==> src/rtl/tlb_pkg.sv <==
// Shared types and constants for the tlb_fetch address-translation stage.
package tlb_pkg;

  typedef enum logic [1:0] {
    IDLE = 2'd0,
    WALK = 2'd1,
    RESP = 2'd2
  } state_t;

  localparam int          PTE_VLD_BIT = 15;
  localparam logic [15:0] PT_BASE_DEF = 16'h0100;

  function automatic int pfn_width(input int page_bits);
    return 16 - page_bits;
  endfunction

endpackage

==> src/rtl/tlb_cam.sv <==
// Fully-associative TLB entry array: parallel VPN match plus one write port.
// Flush has priority over a same-edge write, so a racing fill is dropped.
module tlb_cam
  import tlb_pkg::*;
#(
  parameter int ENTRIES = 4,
  parameter int VPN_W   = 8,
  parameter int PFN_W   = 8,
  parameter int IDX_W   = 2
) (
  input  logic               clk,
  input  logic               rst,
  input  logic               flush,
  input  logic [VPN_W-1:0]   lookup_vpn,
  output logic [ENTRIES-1:0] hit_vec,
  output logic [PFN_W-1:0]   hit_pfn,
  input  logic               wr_en,
  input  logic [IDX_W-1:0]   wr_idx,
  input  logic [VPN_W-1:0]   wr_vpn,
  input  logic [PFN_W-1:0]   wr_pfn
);

  logic [ENTRIES-1:0] valid;
  logic [VPN_W-1:0]   tag [ENTRIES];
  logic [PFN_W-1:0]   pfn [ENTRIES];

  always_ff @(posedge clk or posedge rst) begin
    if (rst) begin
      valid <= '0;
    end else if (flush) begin
      valid <= '0;
    end else if (wr_en) begin
      valid[wr_idx] <= 1'b1;
    end
  end

  always_ff @(posedge clk) begin
    if (wr_en) begin
      tag[wr_idx] <= wr_vpn;
      pfn[wr_idx] <= wr_pfn;
    end
  end

  // Entries are never duplicated, so an OR of the matching PFNs is a clean mux.
  always_comb begin
    hit_vec = '0;
    hit_pfn = '0;
    for (int i = 0; i < ENTRIES; i++) begin
      if (valid[i] && (tag[i] == lookup_vpn)) begin
        hit_vec[i] = 1'b1;
        hit_pfn    = hit_pfn | pfn[i];
      end
    end
  end

endmodule

==> src/rtl/tlb_fetch.sv <==
// Virtual-to-physical translation with a small TLB and hardware page-table walk.
// Optional TLB_STATS_EN adds saturating hit_count / miss_count outputs.
module tlb_fetch
  import tlb_pkg::*;
#(
  parameter int          PAGE_BITS = 8,
  parameter int          ENTRIES   = 4,
  parameter logic [15:0] PT_BASE   = PT_BASE_DEF
) (
  input  logic        Clock,
  input  logic        Resetn,
  input  logic        req_valid,
  input  logic [15:0] enderecoVirtual,
  input  logic        flush,
  output logic        req_ready,
  output logic        resp_valid,
  output logic [15:0] enderecoFisico,
  output logic        fault,
  output logic        pt_rd,
  output logic [15:0] pt_addr,
  input  logic [15:0] pt_data,
  input  logic        pt_ack
`ifdef TLB_STATS_EN
  ,
  output logic [15:0] hit_count,
  output logic [15:0] miss_count
`endif
);

  localparam int VPN_W = 16 - PAGE_BITS;
  localparam int PFN_W = pfn_width(PAGE_BITS);
  localparam int IDX_W = (ENTRIES > 1) ? $clog2(ENTRIES) : 1;

  state_t               state, state_nxt;
  logic [IDX_W-1:0]     ptr;
  logic [VPN_W-1:0]     vpn_q;
  logic [PAGE_BITS-1:0] off_q;
  logic                 flushed;
  logic [ENTRIES-1:0]   hit_vec;
  logic [PFN_W-1:0]     hit_pfn;
  logic [VPN_W-1:0]     req_vpn;
  logic [PAGE_BITS-1:0] req_off;
  logic [PFN_W-1:0]     pte_pfn;
  logic                 accept, hit, ack, pte_ok, fill;
  logic                 unused_pte;

  assign req_vpn    = enderecoVirtual[15:PAGE_BITS];
  assign req_off    = enderecoVirtual[PAGE_BITS-1:0];
  assign pte_pfn    = pt_data[PFN_W-1:0];
  assign pte_ok     = pt_data[PTE_VLD_BIT];
  assign unused_pte = ^pt_data;
  assign accept     = (state == IDLE) && req_valid;
  assign hit        = |hit_vec;
  assign ack        = (state == WALK) && pt_ack;
  // A flush seen at any point of the walk cancels its fill.
  assign fill       = ack && pte_ok && !flushed;

  tlb_cam #(
    .ENTRIES (ENTRIES),
    .VPN_W   (VPN_W),
    .PFN_W   (PFN_W),
    .IDX_W   (IDX_W)
  ) u_cam (
    .clk        (Clock),
    .rst        (Resetn),
    .flush      (flush),
    .lookup_vpn (req_vpn),
    .hit_vec    (hit_vec),
    .hit_pfn    (hit_pfn),
    .wr_en      (fill),
    .wr_idx     (ptr),
    .wr_vpn     (vpn_q),
    .wr_pfn     (pte_pfn)
  );

  always_ff @(posedge Clock or posedge Resetn) begin
    if (Resetn) begin
      state      <= IDLE;
      resp_valid <= 1'b0;
      pt_rd      <= 1'b0;
    end else begin
      state      <= state_nxt;
      resp_valid <= (state_nxt == RESP);
      pt_rd      <= (state_nxt == WALK);
    end
  end

  always_comb begin
    state_nxt = state;
    case (state)
      IDLE:    if (req_valid) state_nxt = hit ? RESP : WALK;
      WALK:    if (pt_ack) state_nxt = RESP;
      RESP:    state_nxt = IDLE;
      default: state_nxt = IDLE;
    endcase
  end

  always_comb begin
    req_ready = (state == IDLE);
  end

  always_ff @(posedge Clock or posedge Resetn) begin
    if (Resetn) begin
      pt_addr        <= '0;
      enderecoFisico <= '0;
      fault          <= 1'b0;
      flushed        <= 1'b0;
    end else begin
      if (accept) begin
        flushed <= 1'b0;
        if (hit) begin
          enderecoFisico <= {hit_pfn, req_off};
          fault          <= 1'b0;
        end else begin
          pt_addr <= PT_BASE + 16'(req_vpn);
        end
      end else if ((state == WALK) && flush) begin
        flushed <= 1'b1;
      end
      if (ack) begin
        if (pte_ok) begin
          enderecoFisico <= {pte_pfn, off_q};
          fault          <= 1'b0;
        end else begin
          enderecoFisico <= '0;
          fault          <= 1'b1;
        end
      end
    end
  end

  always_ff @(posedge Clock or posedge Resetn) begin
    if (Resetn) begin
      ptr <= '0;
    end else if (flush) begin
      ptr <= '0;
    end else if (fill) begin
      ptr <= (ptr == IDX_W'(ENTRIES - 1)) ? '0 : ptr + IDX_W'(1);
    end
  end

  always_ff @(posedge Clock) begin
    if (accept) begin
      vpn_q <= req_vpn;
      off_q <= req_off;
    end
  end

`ifdef TLB_STATS_EN
  function automatic logic [15:0] sat_inc(input logic [15:0] v);
    return (v == 16'hFFFF) ? v : v + 16'd1;
  endfunction

  always_ff @(posedge Clock or posedge Resetn) begin
    if (Resetn) begin
      hit_count  <= '0;
      miss_count <= '0;
    end else if (accept) begin
      if (hit) hit_count  <= sat_inc(hit_count);
      else     miss_count <= sat_inc(miss_count);
    end
  end
`endif

endmodule

==> config.mk <==
export PLATFORM = sky130hd
export DESIGN_NAME = tlb_fetch
export DESIGN_NICKNAME = d
export VERILOG_FILES = /design/src/rtl/tlb_pkg.sv /design/src/rtl/tlb_cam.sv /design/src/rtl/tlb_fetch.sv
export SDC_FILE = /design/constraint.sdc
export NUM_CORES = 1
export LEC_CHECK = 0
export BUFFER_PORTS_ARGS = -buffer_cell sky130_fd_sc_hd__buf_2
export CAP_MARGIN = 20
export CORE_MARGIN = 2
export CORE_UTILIZATION = 41
export DETAILED_ROUTE_END_ITERATION = 8
export SLEW_MARGIN = 40
export SYNTH_ARGS = -nofsm -noshare
export SYNTH_HDL_FRONTEND = slang
export SYNTH_SLANG_ARGS = --single-unit
==> constraint.sdc <==
create_clock -name Clock -period 5.28 [get_ports Clock]
set_input_delay 0.792 -clock Clock [delete_from_list [all_inputs] [get_ports Clock]]
set_output_delay 0.792 -clock Clock [all_outputs]
set_load 0.02 [all_outputs]
# == After elaboration in Yosys (flattened, before gate mapping) ==
# Memories as Yosys holds them, arrays and structs flattened.
# Index checks and enable logic that the tools add are counted.
# word_totals
elab_cells,80
output_inout_bits,36
mem_count,2
mem_bits_rw,64
register_bits,60
# mem_list
name,words,width,rd,rd_ports_with_merged_regs,wr,line,rtl
u_cam.pfn,4,8,4,0,1,tlb_cam.sv:25,logic [PFN_W-1:0] pfn [ENTRIES];
u_cam.tag,4,8,4,0,1,tlb_cam.sv:24,logic [VPN_W-1:0] tag [ENTRIES];
# op_classes
n_eq_ne,8
n_lt_le_gt_ge,2
n_bitwise,5
n_addsub,2
n_mux,31
n_reduce_logical,19
# ops
operator,n
$mux W16,4
$eq A8 B8 Y1,4
$mux W8,4
$or A8 B8 Y8,3
$mux W1,13
$mux W2,6
$add A9 B8 Y10 const A,1
$logic_and A1 B1 Y1,10
$mux W4,2
$reduce_bool A2 Y1,4
$eq A2 B1 Y1 const B,2
$eq A2 B2 Y1 const B,2
$or A4 B4 Y4,1
$pmux W2 S2,1
$reduce_and A2 Y1,2
$reduce_or A4 Y1,1
$lt A2 B3 Y1 const B,1
$add A2 B1 Y2 const B,1
$demux W1 S2,1
$ge A2 B1 Y1 const B,1
$logic_not A2 Y1,1
$logic_not A1 Y1,1
$not A1 Y1,1

# == Logic depth before layout (Yosys ltp) ==
# Gate-level depths: netlist of run 1.
# logic_depth
word_depth,12
depth_mapped,8

# == Hierarchy ==
# From an unflattened synthesis of run 1, not the netlist that was laid out.
# hier_totals
hier_cells,358
hier_area_um2,4936.0
# modules_own_cells
module,area_each_um2,cells_per_inst,n_inst
tlb_cam,2840.2,186,1
tlb_fetch,2095.8,172,1

# == Least setup slack after synthesis of run 1 ==
# No wires, ideal clock.
# synth_timing
path_kind,input port to flip-flop
from,in pt_ack
to,"mem u_cam.pfn[0][0], enable pin"
t_arrival_ns,2.274
setup_time_ns,0.375
slack_ns,2.632
path_buffers,2
required_ns,4.905
stages,6
path_cell_list,and3b_1 clkbuf_1 and2_1 buf_2 nor2b_1 and2_1
# synth_between
elab_chain_len,5
# synth_lines
item,line,rtl
from (decl),tlb_fetch.sv:22,input logic pt_ack
$logic_and A1 B1 Y1,tlb_fetch.sv:54,assign ack = (state == WALK) && pt_ack;
$logic_and A1 B1 Y1 (2 in series),tlb_fetch.sv:56,assign fill = ack && pte_ok && !flushed;
$mux W1,tlb_cam.sv:38,if (wr_en) begin
$mux W1 (not written as such),tlb_cam.sv:40,pfn[wr_idx] <= wr_pfn;
to (decl),tlb_cam.sv:25,
# Every way passes these cells.

# == Worst setup path in the final report of run 1 ==
# layout_timing
from,reg state[1]
to,"mem u_cam.tag[2][4], enable pin"
# layout_between
elab_chain_len,6
# layout_lines
item,line,rtl
from (decl),tlb_fetch.sv:34,"state_t state, state_nxt;"
from (signal assigned),tlb_fetch.sv:82,state <= state_nxt;
$eq A2 B1 Y1,tlb_fetch.sv:54,
$logic_and A1 B1 Y1,tlb_fetch.sv:54,
$logic_and A1 B1 Y1 (2 in series),tlb_fetch.sv:56,
$mux W1,tlb_cam.sv:38,
$mux W1 (not written as such),tlb_cam.sv:39,tag[wr_idx] <= wr_vpn;
to (decl),tlb_cam.sv:24,
# Every way passes these cells.

==> Implementation_results.wiki, run 1 <==
{| class="wikitable"
! Metric !! Value
|-
| Pre-antenna DRT Iters || 5
|-
| Nets || 419
|-
| Worst Tran Pin Value || 0.835 ns
|-
| Area grow syn2layout || 20.4%
|-
| Result of the run || complete, no violations
|-
| Number of enable-type register cells in the synthesized netlist || 80
|-
| Setup repair after global routing missed its margin || false
|-
| CP required || 5.32 ns
|-
| Number of nets with antenna violations after routing || 0
|-
| DR iter-0 viols || 171
|-
| Cell area after technology mapping || 4750 µm²
|-
| Port-buffer cells || 58
|-
| DRC violations left || 0
|-
| Routed wirelength normalized by instance count || 17.3 µm
|-
| Critical path's largest stage delay || 0.66 ns
|-
| Dpl cell area || 5140 µm²
|-
| Most numerous cell in the Yosys netlist || sky130_fd_sc_hd__edfxtp_1
|-
| Postcts setup bufs || 0
|-
| Top cell type by total area after synthesis || sky130_fd_sc_hd__edfxtp_1
|-
| Post-Route WL || 9.23 mm
|-
| TritonCTS clock tree || built
|-
| Final WS setup || 2.41 ns
|-
| Vertical die dimension || 112 µm
|-
| Top post-synthesis cells by count || sky130_fd_sc_hd__edfxtp_1 (80), sky130_fd_sc_hd__dfrtp_1 (37), sky130_fd_sc_hd__nand2_1 (32)
|-
| Count of warnings emitted by yosys || 0
|-
| RePlAce Congestion || 0.732
|-
| Starting density of the core || 41.7%
|-
| Mean instance size in the synthesized netlist || 15.2 µm²
|-
| Pin count of the biggest net entering global routing || 38
|-
| Number of hold buffers added after cts || 0
|-
| Fraction of the cycle the final worst path needs || 54.3%
|-
| Maximum fanout count along the critical path || 17
|-
| Worst-case clock buffer depth || 2
|-
| Leading register cell type out of synthesis || sky130_fd_sc_hd__edfxtp_1
|-
| Clock root buffer master || sky130_fd_sc_hd__clkbuf_16
|-
| Async set-or-reset flop fraction in the synthesized netlist || 31.6%
|-
| Hold Violations, Final || 0
|-
| Initial antenna violation count || 0
|-
| Worst Skew || 0.00900 ns
|-
| Power density relative to cell area || 469 nW/µm²
|-
| Total grt overflow || 0
|-
| Number of instances resized during post-cts repair || 0
|-
| Family with the most delay on the worst path || simple AND/OR/NAND/NOR gates
|-
| Total number of clock tree sinks || 117
|-
| Post-layout instance area || 5710 µm²
|-
| Number of slew-limit violations in the final report || 0
|-
| Fraction of layout instances using a drive strength above 1 || 30.4%
|-
| Maxcap violations || 0
|-
| Antenna diode count || 0
|-
| Netlist cell types || 39
|-
| Die area || 12500 µm²
|-
| Fraction of post-synthesis cell area in the top cell type by area || 50.6%
|-
| Count of endpoints failing setup in the final report || 0
|-
| Synth top area cells || sky130_fd_sc_hd__edfxtp_1 (51%), sky130_fd_sc_hd__dfrtp_1 (20%), sky130_fd_sc_hd__xnor2_1 (4.6%)
|-
| Fmax || 349 MHz
|-
| CP startpoint kind || register
|-
| Total number of H-tree levels || 4
|-
| Type of the setup path with the least slack || reg -> reg
|-
| Slowest cell on the critical path || sky130_fd_sc_hd__and3b_1
|-
| GRT Overall Usage || 15.8%
|-
| Worst hold slack across all endpoints || 0.455 ns
|-
| Element type at the critical path end || register
|-
| Vias in the first global route || 2663
|-
| Crit path DAT || 2.90 ns
|-
| Cts bufs inserted || 17
|-
| Register area share after synthesis || 70.1%
|-
| Worst path bufs/invs || 0
|-
| Leakage || 0.00227 µW
|-
| Register bit count reported by yosys || 117
|-
| First-pass GRT wire length || 14.6 mm
|-
| Area of the placeable core || 11400 µm²
|-
| Maximum VDD drop || 239 µV
|-
| Min-delay worst type || reg -> reg
|-
| Max-slew headroom || 43.9%
|-
| Total power after layout || 2680 µW
|-
| Min Tclk post-route || 2.87 ns
|-
| Top-Level Pins || 73
|-
| Cells along the critical path || and3b_1 -> and2_1 -> nor2b_1 -> and2_2
|-
| Worst setup slack after placement || 1.98 ns
|-
| Post-synthesis instance total || 313
|-
| Setup TNS after final layout || 0 ns
|-
| # rows || 39
|-
| Clock transition time at the flip-flop clock pins of the worst setup and hold paths || 0.05 ns
|-
| Clock latency on the worst-skew pair || 0.40 ns
|-
| Sum of net half-perimeters after detailed placement || 5.71 mm
|-
| Width of the chip || 112 µm
|-
| Count of vias placed by the detailed router || 2688
|-
| Ratio of routed vias to standard cells || 5.03
|}
[sequential cells by signal (all words and copies together) (netlist names)]
register and count:
enderecoFisico 16, fault 1, flushed 1, off_q 8, pt_addr 9, pt_rd 1, ptr 2, resp_valid 1
state 2, u_cam.pfn 32, u_cam.tag 32, u_cam.valid 4, vpn_q 8
[power by group]
part / leakage, µW / total, µW / switching (µW) / internal (µW)
Sequential: 0.00119 / 1170 / 60.0 / 1110
Combinational: 0.000802 / 421 / 259 / 161
Clock: 0.000284 / 1090 / 369 / 720
Total: 0.00227 / 2680 / 688 / 1990
[cell type report]
cell class,count,area (µm²)
Clock inverter,4,45.0
Inverter,5,18.8
Sequential cell,117,3330
Clock buffer,28,527
Timing Repair Buffer,61,313
Multi-Input combinational cell,176,1300
Tap cell,143,179
Fill cell,961,5660
[through the flow]
stage | cells | utilization (%)
global placement | 502 | 45.1
floorplan | 319 | -
detailed placement | 502 | 45.2
finish | 534 | 50.3
CTS | 534 | 50.3
global route | 534 | 50.3
[worst min-delay path, cell delays in order (launching register included)]
cell and delay, ns:
sky130_fd_sc_hd__edfxtp_1 0.31, sky130_fd_sc_hd__nand2_1 0.04, sky130_fd_sc_hd__o21ai_0 0.06
[path summary, 6_finish.rpt]
kind / startpoint / end / slack (ns) / depth (start not counted)
max: state[1] / u_cam.tag[2][4] / 2.41 / 4
max reg2reg: state[1] / u_cam.tag[2][4] / 2.41 / 4
max in group asynchronous: Resetn / pt_addr[3] / 4.40 / 3
min in group asynchronous: Resetn / enderecoFisico[0] / 0.52 / 3
min: off_q[4] / enderecoFisico[4] / 0.46 / 2
min reg2reg: off_q[4] / enderecoFisico[4] / 0.46 / 2
[per-layer routing]
layer  wire, µm  vias up  track usage (%)
li1           -     1260                -
met5          0        -                0
met2       4480       62             24.3
met1       4170     1354             21.2
met4        165        0             6.91
met3        411       12             4.19
[layout by cell type (no fill, tap or decap), types with 2 or more instances in the layout]
| cell type | instances |
|---|---|
| sky130_fd_sc_hd__edfxtp_1 | 80 |
| sky130_fd_sc_hd__buf_2 | 58 |
| sky130_fd_sc_hd__dfrtp_1 | 37 |
| sky130_fd_sc_hd__nand2_1 | 32 |
| sky130_fd_sc_hd__xnor2_1 | 25 |
| sky130_fd_sc_hd__clkbuf_16 | 17 |
| sky130_fd_sc_hd__nor2_1 | 14 |
| sky130_fd_sc_hd__a22oi_1 | 12 |
| sky130_fd_sc_hd__mux2i_1 | 10 |
| sky130_fd_sc_hd__o21ai_0 | 9 |
| sky130_fd_sc_hd__mux2_2 | 8 |
| sky130_fd_sc_hd__conb_1 | 7 |
| sky130_fd_sc_hd__a21oi_1 | 6 |
| sky130_fd_sc_hd__o221a_2 | 6 |
| sky130_fd_sc_hd__clkbuf_8 | 6 |
| sky130_fd_sc_hd__inv_1 | 5 |
| sky130_fd_sc_hd__nand3_1 | 5 |
| sky130_fd_sc_hd__clkbuf_1 | 5 |
| sky130_fd_sc_hd__nand4_1 | 4 |
| sky130_fd_sc_hd__xor2_1 | 4 |
| sky130_fd_sc_hd__and2_2 | 4 |
| sky130_fd_sc_hd__ha_1 | 4 |
| sky130_fd_sc_hd__xnor2_2 | 3 |
| sky130_fd_sc_hd__clkinv_2 | 3 |
| sky130_fd_sc_hd__buf_4 | 3 |
| sky130_fd_sc_hd__nor3_4 | 2 |
| sky130_fd_sc_hd__nor4_4 | 2 |
| sky130_fd_sc_hd__nand2_2 | 2 |
| sky130_fd_sc_hd__nand3b_1 | 2 |
| sky130_fd_sc_hd__nand2b_1 | 2 |
[logic make-up (layout without fill, tap and decap cells)]
kind of cell    count (synthesis)  in the layout  synth area share (%)
compound gates                 40             40                  6.56
xor+xnor                       32             32                  6.38
fa+ha+maj                       4              4                  1.05
buf+inv                        26             98                  3.53
flops                         117            117                  70.1
mux                            18             18                  4.01
other cells                     1              7                0.0790
simple gates                   75             75                  8.25
Power figures use the tool's default switching activity.
==> inputs of run 2 (changes only) <==
- clock period: 5.28 -> 2.6 ns (I/O delays scaled with it)
==> run 2 against run 1 <==
- utilization increased by 0.94 points
- critical path depth increased by 3
- power is 100% higher
- critical endpoint is now enderecoFisico[8]
==> Implementation_results.wiki, run 2 (synthesis results as in run 1) <==
{| class="wikitable"
! Metric !! Value
|-
| Result of the run || complete, no violations (unchanged)
|-
| Min Tclk post-route || 2.14 ns (was 2.87 ns)
|-
| Power density relative to cell area || 921 nW/µm² (was 469 nW/µm²)
|-
| Count of endpoints failing setup in the final report || 0 (unchanged)
|-
| CP startpoint kind || register (unchanged)
|-
| Postcts setup bufs || 0 (unchanged)
|-
| Post-layout instance area || 5820 µm² (was 5710 µm²)
|-
| Sum of net half-perimeters after detailed placement || 6.22 mm (was 5.71 mm)
|-
| Initial antenna violation count || 0 (unchanged)
|-
| Worst Tran Pin Value || 0.597 ns (was 0.835 ns)
|-
| Vertical die dimension || 112 µm (unchanged)
|-
| Clock root buffer master || sky130_fd_sc_hd__clkbuf_16 (unchanged)
|-
| Total number of H-tree levels || 4 (unchanged)
|-
| Worst-case clock buffer depth || 2 (unchanged)
|-
| Number of slew-limit violations in the final report || 0 (unchanged)
|-
| Area grow syn2layout || 22.6% (was 20.4%)
|-
| Placed cell count || 522 (was 502)
|-
| Number of hold buffers added after cts || 0 (unchanged)
|-
| RePlAce Congestion || 0.759 (was 0.732)
|-
| Ratio of routed vias to standard cells || 4.93 (was 5.03)
|-
| Vias in the first global route || 2793 (was 2663)
|-
| GRT Overall Usage || 16.2% (was 15.8%)
|-
| Commonest non-fill, non-tap cell in the layout || sky130_fd_sc_hd__edfxtp_1 (unchanged)
|-
| Min-delay worst type || in -> async (was reg -> reg)
|-
| Starting density of the core || 41.7% (unchanged)
|-
| Highest-count cells in the layout ignoring fill and taps || sky130_fd_sc_hd__edfxtp_1 (80), sky130_fd_sc_hd__buf_2 (58), sky130_fd_sc_hd__dfrtp_1 (37) (unchanged)
|-
| DR iter-0 viols || 206 (was 171)
|-
| Fraction of the cycle the final worst path needs || 82.2% (was 54.3%)
|-
| Maximum fanout count along the critical path || 8 (was 17)
|-
| Pre-antenna DRT Iters || 4 (was 5)
|-
| Total grt overflow || 0 (unchanged)
|-
| # rows || 39 (unchanged)
|-
| Antenna diode count || 0 (unchanged)
|-
| DRC violations left || 0 (unchanged)
|-
| CP required || 2.89 ns (was 5.32 ns)
|-
| Dpl cell area || 5290 µm² (was 5140 µm²)
|-
| Total power after layout || 5360 µW (was 2680 µW)
|-
| Nets || 439 (was 419)
|-
| Setup TNS after final layout || 0 ns (unchanged)
|-
| Top-Level Pins || 73 (unchanged)
|-
| Final Non-Filler Cells || 554 (was 534)
|-
| Clock transition time at the flip-flop clock pins of the worst setup and hold paths || 0.05 ns (about the same)
|-
| Hold Violations, Final || 0 (unchanged)
|-
| Largest registers || u_cam.pfn x32, u_cam.tag x32, enderecoFisico x16 (unchanged)
|-
| Worst Skew || 0.00708 ns (was 0.00900 ns)
|-
| TritonCTS clock tree || built (unchanged)
|-
| Number of nets with antenna violations after routing || 0 (unchanged)
|-
| Setup repair after global routing missed its margin || false (unchanged)
|-
| Max-slew headroom || 59.8% (was 43.9%)
|-
| Element type at the critical path end || register (unchanged)
|-
| Routed wirelength normalized by instance count || 16.8 µm (was 17.3 µm)
|-
| Count of vias placed by the detailed router || 2733 (was 2688)
|-
| Pin count of the biggest net entering global routing || 38 (unchanged)
|-
| Clock latency on the worst-skew pair || 0.41 ns (was 0.40 ns)
|-
| Fraction of layout instances using a drive strength above 1 || 32.1% (was 30.4%)
|-
| Number of instances resized during post-cts repair || 0 (unchanged)
|-
| Width of the chip || 112 µm (unchanged)
|-
| Fraction of the core area covered by cells at the end of the flow || 51.2% (was 50.3%)
|-
| First-pass GRT wire length || 15.0 mm (was 14.6 mm)
|-
| Layout filler cell count || 971 (was 961)
|-
| Maxcap violations || 0 (unchanged)
|-
| Area of the placeable core || 11400 µm² (unchanged)
|-
| Maximum VDD drop || 714 µV (was 239 µV)
|-
| Die area || 12500 µm² (unchanged)
|-
| Fmax || 468 MHz (was 349 MHz)
|-
| Type of the setup path with the least slack || reg -> reg (unchanged)
|-
| Post-Route WL || 9.32 mm (was 9.23 mm)
|-
| Port-buffer cells || 58 (unchanged)
|-
| Total number of clock tree sinks || 117 (unchanged)
|-
| Crit path DAT || 2.43 ns (was 2.90 ns)
|-
| Leakage || 0.00232 µW (was 0.00227 µW)
|-
| Cts bufs inserted || 17 (unchanged)
|}
run 2: changes by cell type in the layout (fill, tap and decap cells not counted):
cell,change
sky130_fd_sc_hd__buf_4,+19
sky130_fd_sc_hd__and2_1,+4
sky130_fd_sc_hd__and2_2,-4
sky130_fd_sc_hd__clkbuf_8,-4
sky130_fd_sc_hd__clkbuf_1,+2
sky130_fd_sc_hd__nor3_2,+2
sky130_fd_sc_hd__nor3_4,-2
sky130_fd_sc_hd__buf_12,+1
sky130_fd_sc_hd__clkinv_1,+1
sky130_fd_sc_hd__clkinv_2,+1
run 2: critical path, cell delays in order (launching register included):
cell and delay, ns:
sky130_fd_sc_hd__edfxtp_1 0.39, sky130_fd_sc_hd__xnor2_1 0.14, sky130_fd_sc_hd__nand4_1 0.16, sky130_fd_sc_hd__nor4_4 0.07, sky130_fd_sc_hd__o41ai_4 0.60, sky130_fd_sc_hd__buf_4 0.21
sky130_fd_sc_hd__nand2_2 0.13, sky130_fd_sc_hd__o221a_2 0.32
run 2: per-layer routing:
layer | part of all wire, % | up-vias | global-route usage (%) | wire length [µm]
met5 | 0 | - | 0 | 0
met4 | 0.92 | 0 | 6.42 | 86
met3 | 4.8 | 6 | 5.44 | 443
met2 | 49 | 73 | 25.0 | 4590
met1 | 45 | 1354 | 21.2 | 4190
li1 | - | 1300 | - | -
run 2: per-stage QoR:
| stage | hold slack (ns) | setup slack, ns |
|---|---|---|
| after floorplan | 0.426 | 0.288 |
| after global placement | 0.434 | 0.282 |
| after detailed placement | 0.449 | 0.268 |
| after CTS | 0.113 | 0.447 |
| after global routing | 0.133 | 0.330 |
| final | 0.103 | 0.463 |
run 2: final timing paths:
check	startpoint	endpoint	slack [ns]	depth (start not counted)
setup reg to reg	u_cam.tag[3][4]	enderecoFisico[8]	0.46	7
min in group Clock	enderecoVirtual[2]	off_q[2]	0.17	1
setup / recovery	u_cam.tag[3][4]	enderecoFisico[8]	0.46	7
hold / removal	Resetn	enderecoFisico[4]	0.10	3
hold reg to reg	off_q[6]	enderecoFisico[6]	0.46	2
max in group asynchronous	Resetn	enderecoFisico[8]	2.14	3
run 2: cell type report:
| class | instances | area (µm²) | share of cell area (%) |
|---|---|---|---|
| flip-flops and latches | 117 | 3330 | 57.2 |
| multi-input cells | 176 | 1290 | 22.1 |
| clock buffers | 26 | 479 | 8.23 |
| repair buffers | 81 | 475 | 8.17 |
| well taps | 143 | 179 | 3.07 |
| clock inverters | 6 | 53.8 | 0.924 |
| inverters | 5 | 18.8 | 0.322 |
run 2: where the power goes:
part           internal [µW]  switching (µW)  leakage, µW
clock                   1350             754     0.000263
sequential              2260             124      0.00119
combinational            348             528     0.000876
total                   3960            1410      0.00232
==> inputs of run 3 (changes only) <==
- clock period: 2.6 -> 2.2 ns (I/O delays scaled with it)
==> run 3 against run 2 <==
- die area did not move
- wire length fell by 0.99%
- clock power rose by 14%
- hold slack lost 0.056 ns
- maximum frequency grew 6.6%
- power is 17% higher
- first-iteration DRC count is 11% lower
- final area up 0.39%
- count of clock-buffer cells in the layout fell by 4
- sequential share of layout area down 0.22 points
- cell count up 0.18%
- critical endpoint is now enderecoFisico[15]
==> Implementation_results.wiki, run 3 (synthesis results as in run 1) <==
{| class="wikitable"
! Metric !! Value
|-
| Worst-case clock buffer depth || 2 (unchanged)
|-
| Worst path bufs/invs || 1 (unchanged)
|-
| Maximum fanout count along the critical path || 5 (was 8)
|-
| Result of the run || complete, no violations (unchanged)
|-
| Fraction of the cycle the final worst path needs || 91.1% (was 82.2%)
|-
| Worst Skew || 0.0115 ns (was 0.00708 ns)
|-
| Largest registers || u_cam.pfn x32, u_cam.tag x32, enderecoFisico x16 (unchanged)
|-
| Port-buffer cells || 58 (unchanged)
|-
| Nets || 441 (was 439)
|-
| Vias in the first global route || 2770 (was 2793)
|-
| Number of instances resized during post-cts repair || 0 (unchanged)
|-
| Top-Level Pins || 73 (unchanged)
|-
| Total grt overflow || 0 (unchanged)
|-
| Routed wirelength normalized by instance count || 16.6 µm (was 16.8 µm)
|-
| Fraction of layout instances using a drive strength above 1 || 33.3% (was 32.1%)
|-
| Worst Tran Pin Value || 0.528 ns (was 0.597 ns)
|-
| Antenna diode count || 0 (unchanged)
|-
| Number of slew-limit violations in the final report || 0 (unchanged)
|-
| Number of hold buffers added after cts || 0 (unchanged)
|-
| Min-delay worst type || in -> async (unchanged)
|-
| Count of vias placed by the detailed router || 2751 (was 2733)
|-
| Cells along the critical path || xnor2_1 -> nand3_1 -> nor4_4 -> o41ai_4 -> buf_4 -> a2111oi_2 -> a311oi_1 (was xnor2_1 -> nand4_1 -> nor4_4 -> o41ai_4 -> buf_4 -> nand2_2 -> o221a_2)
|-
| Number of nets with antenna violations after routing || 0 (unchanged)
|-
| TritonCTS clock tree || built (unchanged)
|-
| Hold Violations, Final || 0 (unchanged)
|-
| Width of the chip || 112 µm (unchanged)
|-
| Area grow syn2layout || 23.1% (was 22.6%)
|-
| Power density relative to cell area || 1070 nW/µm² (was 921 nW/µm²)
|-
| Cts bufs inserted || 17 (unchanged)
|-
| Type of the setup path with the least slack || reg -> reg (unchanged)
|-
| Clock latency on the worst-skew pair || 0.41 ns (about the same)
|-
| Worst hold slack across all endpoints || 0.0472 ns (was 0.103 ns)
|-
| Min Tclk post-route || 2.00 ns (was 2.14 ns)
|-
| # rows || 39 (unchanged)
|-
| DR iter-0 viols || 183 (was 206)
|-
| Commonest non-fill, non-tap cell in the layout || sky130_fd_sc_hd__edfxtp_1 (unchanged)
|-
| Total number of clock tree sinks || 117 (unchanged)
|-
| Highest-count cells in the layout ignoring fill and taps || sky130_fd_sc_hd__edfxtp_1 (80), sky130_fd_sc_hd__buf_2 (58), sky130_fd_sc_hd__dfrtp_1 (37) (unchanged)
|-
| Initial antenna violation count || 0 (unchanged)
|-
| Max-slew headroom || 64.8% (was 59.8%)
|-
| Sum of net half-perimeters after detailed placement || 6.21 mm (was 6.22 mm)
|-
| RePlAce Congestion || 0.727 (was 0.759)
|-
| Leakage || 0.00233 µW (was 0.00232 µW)
|-
| CP startpoint kind || register (unchanged)
|-
| Post-Route WL || 9.22 mm (was 9.32 mm)
|-
| Die area || 12500 µm² (unchanged)
|-
| Fmax || 499 MHz (was 468 MHz)
|-
| Critical register-to-register path startpoint || u_cam.tag[0][2] (was u_cam.tag[3][4])
|-
| Launch point of the worst path || u_cam.tag[0][2] (was u_cam.tag[3][4])
|-
| Maxcap violations || 0 (unchanged)
|-
| Ratio of routed vias to standard cells || 4.96 (was 4.93)
|-
| Count of endpoints failing setup in the final report || 0 (unchanged)
|-
| Pre-antenna DRT Iters || 4 (unchanged)
|-
| Starting density of the core || 41.7% (unchanged)
|-
| Setup TNS after final layout || 0 ns (unchanged)
|-
| Clock root buffer master || sky130_fd_sc_hd__clkbuf_16 (unchanged)
|-
| Area of the placeable core || 11400 µm² (unchanged)
|-
| Vertical die dimension || 112 µm (unchanged)
|-
| DRC violations left || 0 (unchanged)
|-
| Pin count of the biggest net entering global routing || 38 (unchanged)
|-
| Critical path's largest stage delay || 0.41 ns (was 0.60 ns)
|-
| GRT Overall Usage || 15.8% (was 16.2%)
|-
| Family with the most delay on the worst path || compound AO/OA/AOI/OAI gates (unchanged)
|-
| Total number of H-tree levels || 4 (unchanged)
|-
| CP required || 2.47 ns (was 2.89 ns)
|-
| Element type at the critical path end || register (unchanged)
|-
| Slowest cell on the critical path || sky130_fd_sc_hd__nor4_4 (was sky130_fd_sc_hd__o41ai_4)
|-
| Crit path DAT || 2.28 ns (was 2.43 ns)
|-
| First-pass GRT wire length || 14.6 mm (was 15.0 mm)
|-
| Setup repair after global routing missed its margin || false (unchanged)
|-
| Clock transition time at the flip-flop clock pins of the worst setup and hold paths || 0.05 ns (about the same)
|-
| Postcts setup bufs || 0 (unchanged)
|-
| Maximum VDD drop || 608 µV (was 714 µV)
|}
[run 3: cell count changes in the layout (fill, tap and decap cells not counted), sizes merged]
cell | previous run | this run
clkbuf | 26 | 22
clkinv | 5 | 8
buf | 81 | 83
[run 3: cell type report]
class | instances | area, µm²
repair buffers | 83 | 515
flip-flops and latches | 117 | 3330
inverters | 5 | 18.8
fillers | 949 | 5530
well taps | 143 | 179
multi-input cells | 176 | 1290
clock buffers | 22 | 444
clock inverters | 9 | 66.3
[run 3: worst register-to-register path, stage by stage (launching register included)]
cell,delay (ns)
sky130_fd_sc_hd__edfxtp_1,0.39
sky130_fd_sc_hd__xnor2_1,0.18
sky130_fd_sc_hd__nand3_1,0.15
sky130_fd_sc_hd__nor4_4,0.41
sky130_fd_sc_hd__o41ai_4,0.16
sky130_fd_sc_hd__buf_4,0.17
sky130_fd_sc_hd__a2111oi_2,0.33
sky130_fd_sc_hd__a311oi_1,0.07
[run 3: final timing paths]
kind	slack, ns	depth (start not counted)	endpoint
max	0.20	7	enderecoFisico[15]
min	0.05	3	u_cam.valid[1]
max reg2reg	0.20	7	enderecoFisico[15]
min reg2reg	0.45	2	enderecoFisico[5]
max in group asynchronous	1.79	3	enderecoFisico[12]
min in group Clock	0.11	1	off_q[4]
[run 3: metrics by stage]
step | setup slack (ns) | cell area [µm²] | std cells | utilization (%) | power (µW)
detailed placement | -0.0490 | 5320 | 522 | 46.8 | 3930
finish | 0.196 | 5840 | 555 | 51.4 | 6260
global placement | 0.0424 | 5320 | 522 | 46.8 | 3900
global route | 0.0753 | 5840 | 555 | 51.4 | 6530
floorplan | 0.0746 | 4780 | 319 | - | 3520
CTS | 0.0935 | 5830 | 553 | 51.3 | 6350
[run 3: routing by layer]
metal / track usage, % / wire [µm] / share of wire, %
met5: 0 / 0 / 0
met4: 7.82 / 141 / 1.5
met3: 4.41 / 301 / 3.3
met2: 25.3 / 4620 / 50
met1: 19.9 / 4160 / 45
[run 3: report_power, final]
group | leakage [µW] | switching, µW | internal, µW
combinational | 0.000896 | 625 | 425
clock | 0.000254 | 880 | 1520
sequential | 0.00119 | 148 | 2670
total | 0.00233 | 1650 | 4610
